===== config.mk =====
export PLATFORM = sky130hd
export DESIGN_NAME = prog_loader_seq
export DESIGN_NICKNAME = d
export VERILOG_FILES = /design/src/rtl/prog_loader_seq_pkg.sv /design/src/rtl/prog_loader_seq_line_packer.sv /design/src/rtl/prog_loader_seq.sv
export SDC_FILE = /design/constraint.sdc
export NUM_CORES = 1
export LEC_CHECK = 0
export BUFFER_PORTS_ARGS = -buffer_cell sky130_fd_sc_hd__buf_2
export CORE_MARGIN = 2
export CORE_UTILIZATION = 25
export CTS_CLUSTER_DIAMETER = 50
export CTS_CLUSTER_SIZE = 12
export DETAILED_ROUTE_END_ITERATION = 6
export PLACE_DENSITY = 0.53
export SYNTH_ARGS = -nofsm -noshare
export SYNTH_HDL_FRONTEND = slang
export SYNTH_SLANG_ARGS = --single-unit
export TNS_END_PERCENT = 20

===== constraint.sdc =====
create_clock -name clk -period 3.51 [get_ports clk]
set_input_delay 0.1755 -clock clk [delete_from_list [all_inputs] [get_ports clk]]
set_output_delay 0.1755 -clock clk [all_outputs]
set_load 0.01 [all_outputs]

===== src/rtl/prog_loader_seq_pkg.sv =====
// Shared encodings for the boot-time program loader: segment tags, header
// field positions and the loader FSM states.
package prog_loader_seq_pkg;

    localparam logic        SEG_IMEM = 1'b0;
    localparam logic        SEG_DMEM = 1'b1;
    localparam logic [31:0] SEG_END  = 32'hFFFF_FFFF;

    localparam int HDR_SEG_BIT = 31;
    localparam int HDR_LEN_LSB = 0;
    localparam int HDR_LEN_W   = 16;

    typedef enum logic [2:0] {
        ST_HDR,
        ST_BASE,
        ST_DATA,
        ST_FLUSH,
        ST_DONE
    } load_state_e;

endpackage


===== src/rtl/prog_loader_seq_line_packer.sv =====
// Packs a stream of instruction words, lowest slot first, into NWAY-word
// imem lines and emits a one-cycle registered line-write strobe.
module line_packer #(
    parameter int WORD_W = 32,
    parameter int NWAY   = 4
) (
    input  logic                   clk,
    input  logic                   reset,
    input  logic                   push_i,
    input  logic                   last_i,
    input  logic                   flush_i,
    input  logic [WORD_W-1:0]      data_i,
    output logic                   close_o,
    output logic                   line_we_o,
    output logic [NWAY*WORD_W-1:0] line_data_o
);

    localparam int SLOT_W = (NWAY > 1) ? $clog2(NWAY) : 1;

    logic [SLOT_W-1:0]            slot_q;
    logic [NWAY-1:0][WORD_W-1:0]  pack_q;
    logic [NWAY-1:0][WORD_W-1:0]  merged_d;
    logic                         line_we_q;
    logic [NWAY*WORD_W-1:0]       line_data_q;

    // NOTE: always_comb assigns every output a default first, so no latch is inferred.
    always_comb begin
        merged_d         = pack_q;
        merged_d[slot_q] = data_i;
    end

    assign close_o = push_i & (last_i | (slot_q == SLOT_W'(NWAY - 1)));

    // NOTE: the pack buffer is reset (not just the slot pointer) because slots a short line never fills must be written as zero.
    always_ff @(posedge clk) begin
        if (reset) begin
            slot_q      <= '0;
            pack_q      <= '0;
            line_we_q   <= 1'b0;
            line_data_q <= '0;
        end else begin
            // NOTE: sequential state uses non-blocking assignments so every register samples pre-edge values.
            line_we_q <= 1'b0;
            if (flush_i) begin
                slot_q <= '0;
                pack_q <= '0;
            end else if (push_i) begin
                if (close_o) begin
                    line_we_q   <= 1'b1;
                    line_data_q <= merged_d;
                    pack_q      <= '0;
                    slot_q      <= '0;
                end else begin
                    pack_q <= merged_d;
                    slot_q <= slot_q + 1'b1;
                end
            end
        end
    end

    assign line_we_o   = line_we_q;
    assign line_data_o = line_data_q;

endmodule


===== src/rtl/prog_loader_seq.sv =====
// Boot-time program loader: parses a tagged segment stream into imem/dmem
// writes, holds the core in reset until the end marker, then muxes the core in.
module prog_loader_seq
    import prog_loader_seq_pkg::*;
#(
    parameter int WORD_W      = 32,
    parameter int NWAY        = 4,
    parameter int ADDR_LEN    = 32,
    parameter int IMEM_ADDR_W = 9
) (
    input  logic                   clk,
    input  logic                   reset,
    input  logic                   in_valid,
    input  logic [WORD_W-1:0]      in_data,
    output logic                   in_ready,
    output logic                   loading,
    output logic                   core_reset,
    input  logic [ADDR_LEN-1:0]    core_pc,
    input  logic                   core_dmem_we,
    input  logic [ADDR_LEN-1:0]    core_dmem_addr,
    input  logic [WORD_W-1:0]      core_dmem_wdata,
    output logic                   imem_we,
    output logic [IMEM_ADDR_W-1:0] imem_addr,
    output logic [NWAY*WORD_W-1:0] imem_wdata,
    output logic                   dmem_we,
    output logic [ADDR_LEN-1:0]    dmem_addr,
    output logic [WORD_W-1:0]      dmem_wdata,
    output logic [7:0]             seg_done
);

    localparam int LINE_SHIFT = 2 + $clog2(NWAY);

    load_state_e            state_q, state_d;
    logic [HDR_LEN_W-1:0]   remaining_q;
    logic                   seg_is_dmem_q;
    logic [ADDR_LEN-3:0]    word_addr_q;
    logic [IMEM_ADDR_W-1:0] line_idx_q;
    logic [IMEM_ADDR_W-1:0] imem_addr_q;
    logic                   dmem_we_q;
    logic [ADDR_LEN-1:0]    dmem_addr_q;
    logic [WORD_W-1:0]      dmem_wdata_q;
    logic [7:0]             seg_done_q, seg_done_d;

    logic accept, is_end, last_word, seg_end;
    logic pack_push, pack_flush, line_close, line_we;
    logic [NWAY*WORD_W-1:0] line_data;

    assign in_ready   = (state_q == ST_HDR) | (state_q == ST_BASE) | (state_q == ST_DATA);
    assign accept     = in_valid & in_ready;
    assign is_end     = (in_data == SEG_END[WORD_W-1:0]);
    assign last_word  = (remaining_q == HDR_LEN_W'(1));
    assign pack_push  = accept & (state_q == ST_DATA) & ~seg_is_dmem_q;
    assign pack_flush = accept & (state_q == ST_BASE);

    always_comb begin
        state_d = state_q;
        seg_end = 1'b0;
        unique case (state_q)
            ST_HDR:   if (accept) state_d = is_end ? ST_FLUSH : ST_BASE;
            ST_BASE:  if (accept) begin
                          if (remaining_q == '0) begin
                              state_d = ST_HDR;
                              seg_end = 1'b1;
                          end else begin
                              state_d = ST_DATA;
                          end
                      end
            ST_DATA:  if (accept && last_word) begin
                          state_d = ST_HDR;
                          seg_end = 1'b1;
                      end
            ST_FLUSH: state_d = ST_DONE;
            ST_DONE:  state_d = ST_DONE;
            default:  state_d = ST_HDR;
        endcase
    end

    assign seg_done_d = (seg_end && seg_done_q != 8'hFF) ? seg_done_q + 8'd1 : seg_done_q;

    always_ff @(posedge clk) begin
        if (reset) begin
            state_q       <= ST_HDR;
            remaining_q   <= '0;
            seg_is_dmem_q <= 1'b0;
            word_addr_q   <= '0;
            line_idx_q    <= '0;
            imem_addr_q   <= '0;
            dmem_we_q     <= 1'b0;
            dmem_addr_q   <= '0;
            dmem_wdata_q  <= '0;
            seg_done_q    <= '0;
        end else begin
            state_q    <= state_d;
            seg_done_q <= seg_done_d;
            dmem_we_q  <= 1'b0;
            if (accept) begin
                unique case (state_q)
                    ST_HDR: begin
                        remaining_q   <= in_data[HDR_LEN_LSB +: HDR_LEN_W];
                        seg_is_dmem_q <= (in_data[HDR_SEG_BIT] == SEG_DMEM);
                    end
                    ST_BASE: begin
                        word_addr_q <= in_data[ADDR_LEN-1:2];
                        line_idx_q  <= IMEM_ADDR_W'(in_data >> LINE_SHIFT);
                    end
                    ST_DATA: begin
                        remaining_q <= remaining_q - 1'b1;
                        if (seg_is_dmem_q) begin
                            dmem_we_q    <= 1'b1;
                            dmem_addr_q  <= {2'b00, word_addr_q};
                            dmem_wdata_q <= in_data;
                            word_addr_q  <= word_addr_q + 1'b1;
                        end
                    end
                    default: ;
                endcase
            end
            // Line index travels with the packer's registered strobe.
            if (line_close) begin
                imem_addr_q <= line_idx_q;
                line_idx_q  <= line_idx_q + 1'b1;
            end
        end
    end

    line_packer #(
        .WORD_W (WORD_W),
        .NWAY   (NWAY)
    ) u_line_packer (
        .clk         (clk),
        .reset       (reset),
        .push_i      (pack_push),
        .last_i      (last_word),
        .flush_i     (pack_flush),
        .data_i      (in_data),
        .close_o     (line_close),
        .line_we_o   (line_we),
        .line_data_o (line_data)
    );

    assign loading    = (state_q != ST_DONE);
    assign core_reset = reset | loading;
    assign seg_done   = seg_done_q;

    // Once loaded, imem is read-only from the core's fetch PC; dmem is the core's.
    assign imem_we    = loading & line_we;
    assign imem_addr  = loading ? imem_addr_q : core_pc[IMEM_ADDR_W+3:4];
    assign imem_wdata = line_data;
    assign dmem_we    = loading ? dmem_we_q    : core_dmem_we;
    assign dmem_addr  = loading ? dmem_addr_q  : core_dmem_addr;
    assign dmem_wdata = loading ? dmem_wdata_q : core_dmem_wdata;

    logic unused_pc_bits;
    assign unused_pc_bits = ^{core_pc[ADDR_LEN-1:IMEM_ADDR_W+4], core_pc[3:0]};

endmodule


# --- Word level (Yosys, flattened, before mapping) ---
# Cells that the tools add are included.
# W data, S select, Z words.
classes:
  n_addsub: 5
  mul: 0
  div_mod_pow: 0
  n_lt_le_gt_ge: 2
  eq_ne: 13
  shifts: 0
  muxes: 27
  bitwise_logic: 15
  reduce_logical: 20
op_table:
  columns: ["op", "n"]
  rows:
  - ["$bwmux W128", 1]
  - ["$mux W128", 1]
  - ["$mux W32", 3]
  - ["$demux W32 S2", 1]
  - ["$pmux W30 S2", 1]
  - ["$mux W9", 4]
  - ["$eq A32 B32 Y1 const B", 1]
  - ["$pmux W16 S2", 1]
  - ["$add A30 B1 Y30 const B", 1]
  - ["$mux W30", 1]
  - ["$eq A16 B1 Y1 const B", 1]
  - ["$logic_not A16 Y1", 1]
  - ["$sub A16 B1 Y16 const B", 1]
  - ["$pmux W3 S4", 1]
  - ["$reduce_and A3 Y1", 4]
  - ["$add A9 B1 Y9 const B", 1]
  - ["$mux W3", 3]
  - ["$add A8 B1 Y8 const B", 1]
  - ["$ne A8 B8 Y1 const B", 1]
  - ["$reduce_bool A2 Y1", 4]
  - ["$and A1 B1 Y1", 6]
  - ["$eq A3 B2 Y1 const B", 2]
  - ["$mux W1", 6]
  - ["$mux W2", 3]
  - ["other kinds (17)", 32]
word_totals:
  register_bits: 398
  latchBits: 0
  ramBits: 0
  mem_bits_ro: 0
  input_bits: 132
  out_inout_bits: 214
  wordCells: 99
  memories: 0

# --- Logic depth before layout (Yosys ltp) ---
logic_depth:
  depth_word: 9
  ltp_mapped: 8
  ltp_nobuf: 7

# --- Hierarchy ---
# From an unflattened synthesis, not the netlist that was laid out.
hier_totals:
  cells_unflattened: 1967
  hier_area_um2: 17936.0
by_module_without_submodules:
  columns: ["module", "n_inst", "cells_per_inst", "area_per_inst_um2", "seq_area_each_um2"]
  rows:
  - ["line_packer", 1, 1015, 10411.2, 5185.0]
  - ["prog_loader_seq", 1, 952, 7524.7, 2782.7]

# --- Worst setup path after synthesis ---
# OpenSTA, ideal clock, no wires.
synth_path:
  path_kind: "register to register"
  start: "register remaining_q[2]"
  end: "register line_idx_q[5]"
  setup_time_ps: 121
  arrival_ps: 2254
  required_ps: 3389
  slack_ps: 1135
  path_stages_with_launch: 7
  path_buffers: 1
  synth_period_minus_slack_ps: 2375
  cell_sequence: "dfxtp_1 or4_4 nor4_4 a31oi_2 buf_2 nor4_1 mux2_2"
synth_via:
  elab_chain_len: 5
  word_cells_on_any_way: 7
  classes_between: "eq/ne (1); mux (1); bitwise (2); reduce/logical (3)"
synth_lines:
  columns: ["element", "line", "source"]
  rows:
  - ["start: declaration", "prog_loader_seq.sv:34", "logic [HDR_LEN_W-1:0] remaining_q;"]
  - ["start signal: assignment", "prog_loader_seq.sv:99", "remaining_q <= in_data[HDR_LEN_LSB +: HDR_LEN_W];"]
  - ["start signal: assignment", "prog_loader_seq.sv:107", "remaining_q <= remaining_q - 1'b1;"]
  - ["$eq A16 B1 Y1 (*)", "prog_loader_seq.sv:51", "assign last_word = (remaining_q == HDR_LEN_W'(1));"]
  - ["$or A1 B1 Y1 (*)", "prog_loader_seq_line_packer.sv:32", "assign close_o = push_i & (last_i | (slot_q == SLOT_W'(NWAY - 1)));"]
  - ["$and A1 B1 Y1 (*)", "prog_loader_seq_line_packer.sv:32", null]
  - ["$reduce_bool A2 Y1 (no source line)", null, null]
  - ["$reduce_and A2 Y1 (no source line)", null, null]
  - ["end signal: assignment", "prog_loader_seq.sv:104", "line_idx_q <= IMEM_ADDR_W'(in_data >> LINE_SHIFT);"]
  - ["end signal: assignment", "prog_loader_seq.sv:121", "line_idx_q <= line_idx_q + 1'b1;"]
  - ["end: declaration", "prog_loader_seq.sv:37", "logic [IMEM_ADDR_W-1:0] line_idx_q;"]
# Mark *: on every way between the ends. The rest lies on a longest branch, timed or not.
# A chain may end at the register's enable or synchronous reset.

# --- Worst setup path after layout ---
layout_path:
  start: "register remaining_q[2]"
  end: "register u_line_packer.line_data_q[122] (netlist: u_line_packer.line_data_o[122])"
layout_via:
  elab_chain_len: 4
layout_lines:
  columns: ["element", "line", "source"]
  rows:
  - ["$eq A16 B1 Y1", "prog_loader_seq.sv:51", null]
  - ["$or A1 B1 Y1", "prog_loader_seq_line_packer.sv:32", null]
  - ["$and A1 B1 Y1", "prog_loader_seq_line_packer.sv:32", null]
  - ["$reduce_and A3 Y1 (no source line)", null, null]
  - ["end signal: assignment", "prog_loader_seq_line_packer.sv:50", "line_data_q <= merged_d;"]
  - ["end: declaration", "prog_loader_seq_line_packer.sv:24", "logic [NWAY*WORD_W-1:0] line_data_q;"]
# Every way passes these cells.

==> flow_metrics.py <==
metrics = {
    "cts": {
        "cts_buffers": 56,
        "clkLatencyLatePin_ps": 620,
        "cts_setup_buffers": 0,
        "clkSinkCount": 398,
        "cts_resized": 0,
        "cts_buffer_depth": 3,
        "cts_tree": "built",
        "cts.clk_slew.worst_paths_ps": 60,
        "cts_max_level": 2,
        "root_buffer": "clkbuf_16",
    },
    "yosys": {
        "synth_ff_type": "dfxtp_1",
        "ys_ff_latch": 398,
        "seq_area_frac_synth_pct": 44.7,
        "avgSynthCellArea_um2": 8.44,
        "synth_edf_count": 0,
        "netlist_area_mm2": 0.0178,
        "synthAdderAreaFrac_pct": 0.701,
        "synth.distinct_cells": 62,
        "synthMuxAreaShare_pct": 12.0,
        "synth_compound_area_share_pct": 21.0,
        "syn_inst": 2114,
        "yosys.area_share.simple_pct": 16.5,
        "ys_warn_count": 0,
        "synth_top_family_by_area": "compound AO/OA/AOI/OAI gates",
        "ys_async_sr_fraction_pct": 0,
        "synth_nets": 2256,
        "synth_xor_area_share_pct": 0.0491,
    },
    "flow_run": {
        "maxCapViolations": 0,
    },
    "die": {
        "core.rowCount": 97,
        "initial_utilization_pct": 25.3,
        "die_y_um": 271,
        "io-pin-count": 346,
        "dieArea_mm2": 0.0735,
        "core_region_area_mm2": 0.0704,
        "die_x_um": 271,
    },
    "drt": {
        "drt_iter0_markers": 1298,
        "ant_nets": 0,
        "vias": 16900,
        "routed_wirelength_um": 70000,
        "dr.pass1.iters": 5,
        "post_drt_wl_per_cell_um": 21.1,
        "drc_errors": 0,
        "viasPerCell": 5.10,
    },
    "power_and_ir_drop": {
        "p_clk_share_pct": 50.6,
        "finalPower_w": 0.0113,
        "intPower_w": 0.00829,
        "netSwitchingPower_w": 0.00306,
        "pwr-share-seq_pct": 41.2,
        "power.leakage_nw": 8.17,
        "swShare_pct": 26.9,
        "power_density_mw_per_mm2": 508,
        "comb_power_share_pct": 8.1,
        "peakVddDrop_mv": 0.316,
    },
    "setup_path": {
        "r2r_start": "remaining_q[2]",
        "worst_ep_required_time_ps": 4000,
        "r2r_slack_ps": 690,
        "startpoint_type": "flop",
        "r2r_end": "u_line_packer.line_data_o[122]",
        "worstPathArrival_ps": 3310,
        "end_kind": "flop",
        "critical_path.startpoint": "remaining_q[2]",
        "rr_worst_depth": 7,
        "path_class": "flop to flop",
        "cp-endpoint": "u_line_packer.line_data_o[122]",
        "path_max_fanout": 34,
    },
    "worst_hold_path": {
        "hold_depth": 3,
        "min-delay-path-class": "input port to flop",
    },
    "global_route": {
        "antenna_found_initial": 3,
        "grt_pass1_vias": 16100,
        "grt_max_degree": 143,
        "grtUsageTotal_pct": 18.2,
        "use_met2_pct": 29.9,
        "grt_busiest_layer": "met2",
        "use_met3_pct": 3.12,
        "grt_pass1_wl_um": 103000,
        "grt_overflow": 0,
        "grtUsageMet1_pct": 24.6,
    },
    "cells_and_area": {
        "drive_gt1_share_pct": 24.3,
        "layout.nets": 2475,
        "area_growth_pct": 25.3,
    },
    "timing": {
        "setup_violations": 0,
        "tns_ps": 0,
        "hold_viol_final": 0,
        "worstMarginPinSlew_ps": 988,
        "rsz0062_at_grt": "false",
        "max_freq_mhz": 355,
        "layout_min_cycle_time_ps": 2820,
        "slew_headroom_pct": 34.1,
        "clock_skew_ps": 36.6,
        "finalCritPeriodShare_pct": 80.2,
        "slew_violations": 0,
    },
    "placement": {
        "portBuffers": 322,
        "gp_congestion": 0.850,
        "dpl.hpwl_um": 44700,
    },
    "run_status": {
        "outcome": "completed",
    },
}
[final cells by class]
class / count / area, µm²
fillers: 7357 / 48000
multi-input cells: 1489 / 9070
flip-flops and latches: 398 / 7970
repair buffers: 380 / 2210
clock buffers: 64 / 1500
well taps: 940 / 1180
clock inverters: 33 / 397
inverters: 8 / 30.0
diodes: 1 / 2.50
[cells in the mapped netlist (all sizes together), types with 30 or more instances]
master | instances | area share, %
dfxtp | 398 | 45
nand2 | 396 | 8.3
a21oi | 355 | 10
clkbuf | 182 | 3.8
a211oi | 137 | 5.8
mux2i | 130 | 7.3
mux2 | 75 | 4.7
nand3 | 53 | 1.5
nor2 | 48 | 1.0
o21ai | 47 | 1.3
buf | 37 | 1.0
and2 | 30 | 1.1
[logic make-up (layout without fill, tap and decap cells)]
logic type,after synthesis,count (layout)
buffers and inverters,227,485
flip-flops,398,398
other,0,1
XOR/XNOR,1,1
multiplexers,205,205
AND/OR/NAND/NOR,645,645
AO/OA/AOI/OAI,628,628
adder cells (fa/ha/maj),10,10
[cell usage in the layout, fill, tap and decap left out, drive strengths merged, types with 13 or more instances in the layout]
cell type	n
a211oi	137
mux2i	130
nand3	53
nor4	13
a31oi	21
and2	30
o21ai	47
nor2	48
nand2	396
nor3	13
and3	18
dfxtp	398
mux2	75
nand4	21
inv	18
a21oi	355
clkbuf	64
buf	373
[critical path, cell delays in order (launching register included)]
cell	delay, ps
dfxtp_1	360
or4_4	560
nor4_4	340
buf_4	200
a31o_4	400
buf_4	440
a21oi_1	120
a211oi_1	260
[power groups by stage]
stage                     logic (W)  clock network, W  registers (W)
final                      0.000923           0.00575        0.00468
after global routing       0.000998           0.00606        0.00469
after CTS                  0.000925           0.00589        0.00467
after detailed placement   0.000916                 0        0.00477
after global placement     0.000902                 0        0.00477
after floorplan            0.000542                 0        0.00474
[registers in the layout, indices dropped and copies added (netlist names)]
name,flops
u_line_packer.line_data_o,128
dmem_we_q,1
remaining_q,16
imem_addr_q,9
u_line_packer.slot_q,2
state_q,3
word_addr_q,30
seg_done,8
dmem_wdata_q,32
dmem_addr_q,30
u_line_packer.line_we_o,1
seg_is_dmem_q,1
u_line_packer.pack_q,128
line_idx_q,9
[how the worst min path moves through the flow]
stage / slack (ps) / to / from
6_report: 30 / u_line_packer.pack_q[58] / in_data[26]
5_1_grt: 10 / u_line_packer.pack_q[90] / in_data[26]
4_1_cts: 0.3 / u_line_packer.pack_q[88] / in_data[24]
3_5_place_dp: 440 / u_line_packer.pack_q[115] / u_line_packer.pack_q[115]
3_3_place_gp: 440 / u_line_packer.pack_q[49] / u_line_packer.pack_q[49]
2_1_floorplan: 350 / state_q[0] / in_valid
[through the flow]
stage | hold WS (ps) | std cells | setup slack (ps) | utilization, % | cell area, µm²
floorplan | 354 | 2114 | 1140 | - | 17800
global placement | 440 | 3208 | 779 | 29.0 | 20400
detailed placement | 443 | 3208 | 749 | 29.0 | 20400
CTS | 0.293 | 3311 | 649 | 31.7 | 22300
global route | 11.6 | 3312 | 536 | 31.8 | 22400
finish | 28.2 | 3313 | 693 | 31.8 | 22400
[what timing repair did]
action | CTS | global route
hold buffers | 6 | 1
endpoints found under the hold margin | 14 | 1
endpoints found under the setup margin | 0 | 0
[per-layer routing]
metal  vias to the layer above  share of wire [%]
met1                      8214                 45
li1                       7985                  -
met3                       107                6.3
met4                         0                2.6
met5                         -                  0
met2                       581                 46
Note: power is estimated with default switching activity, not from simulation.
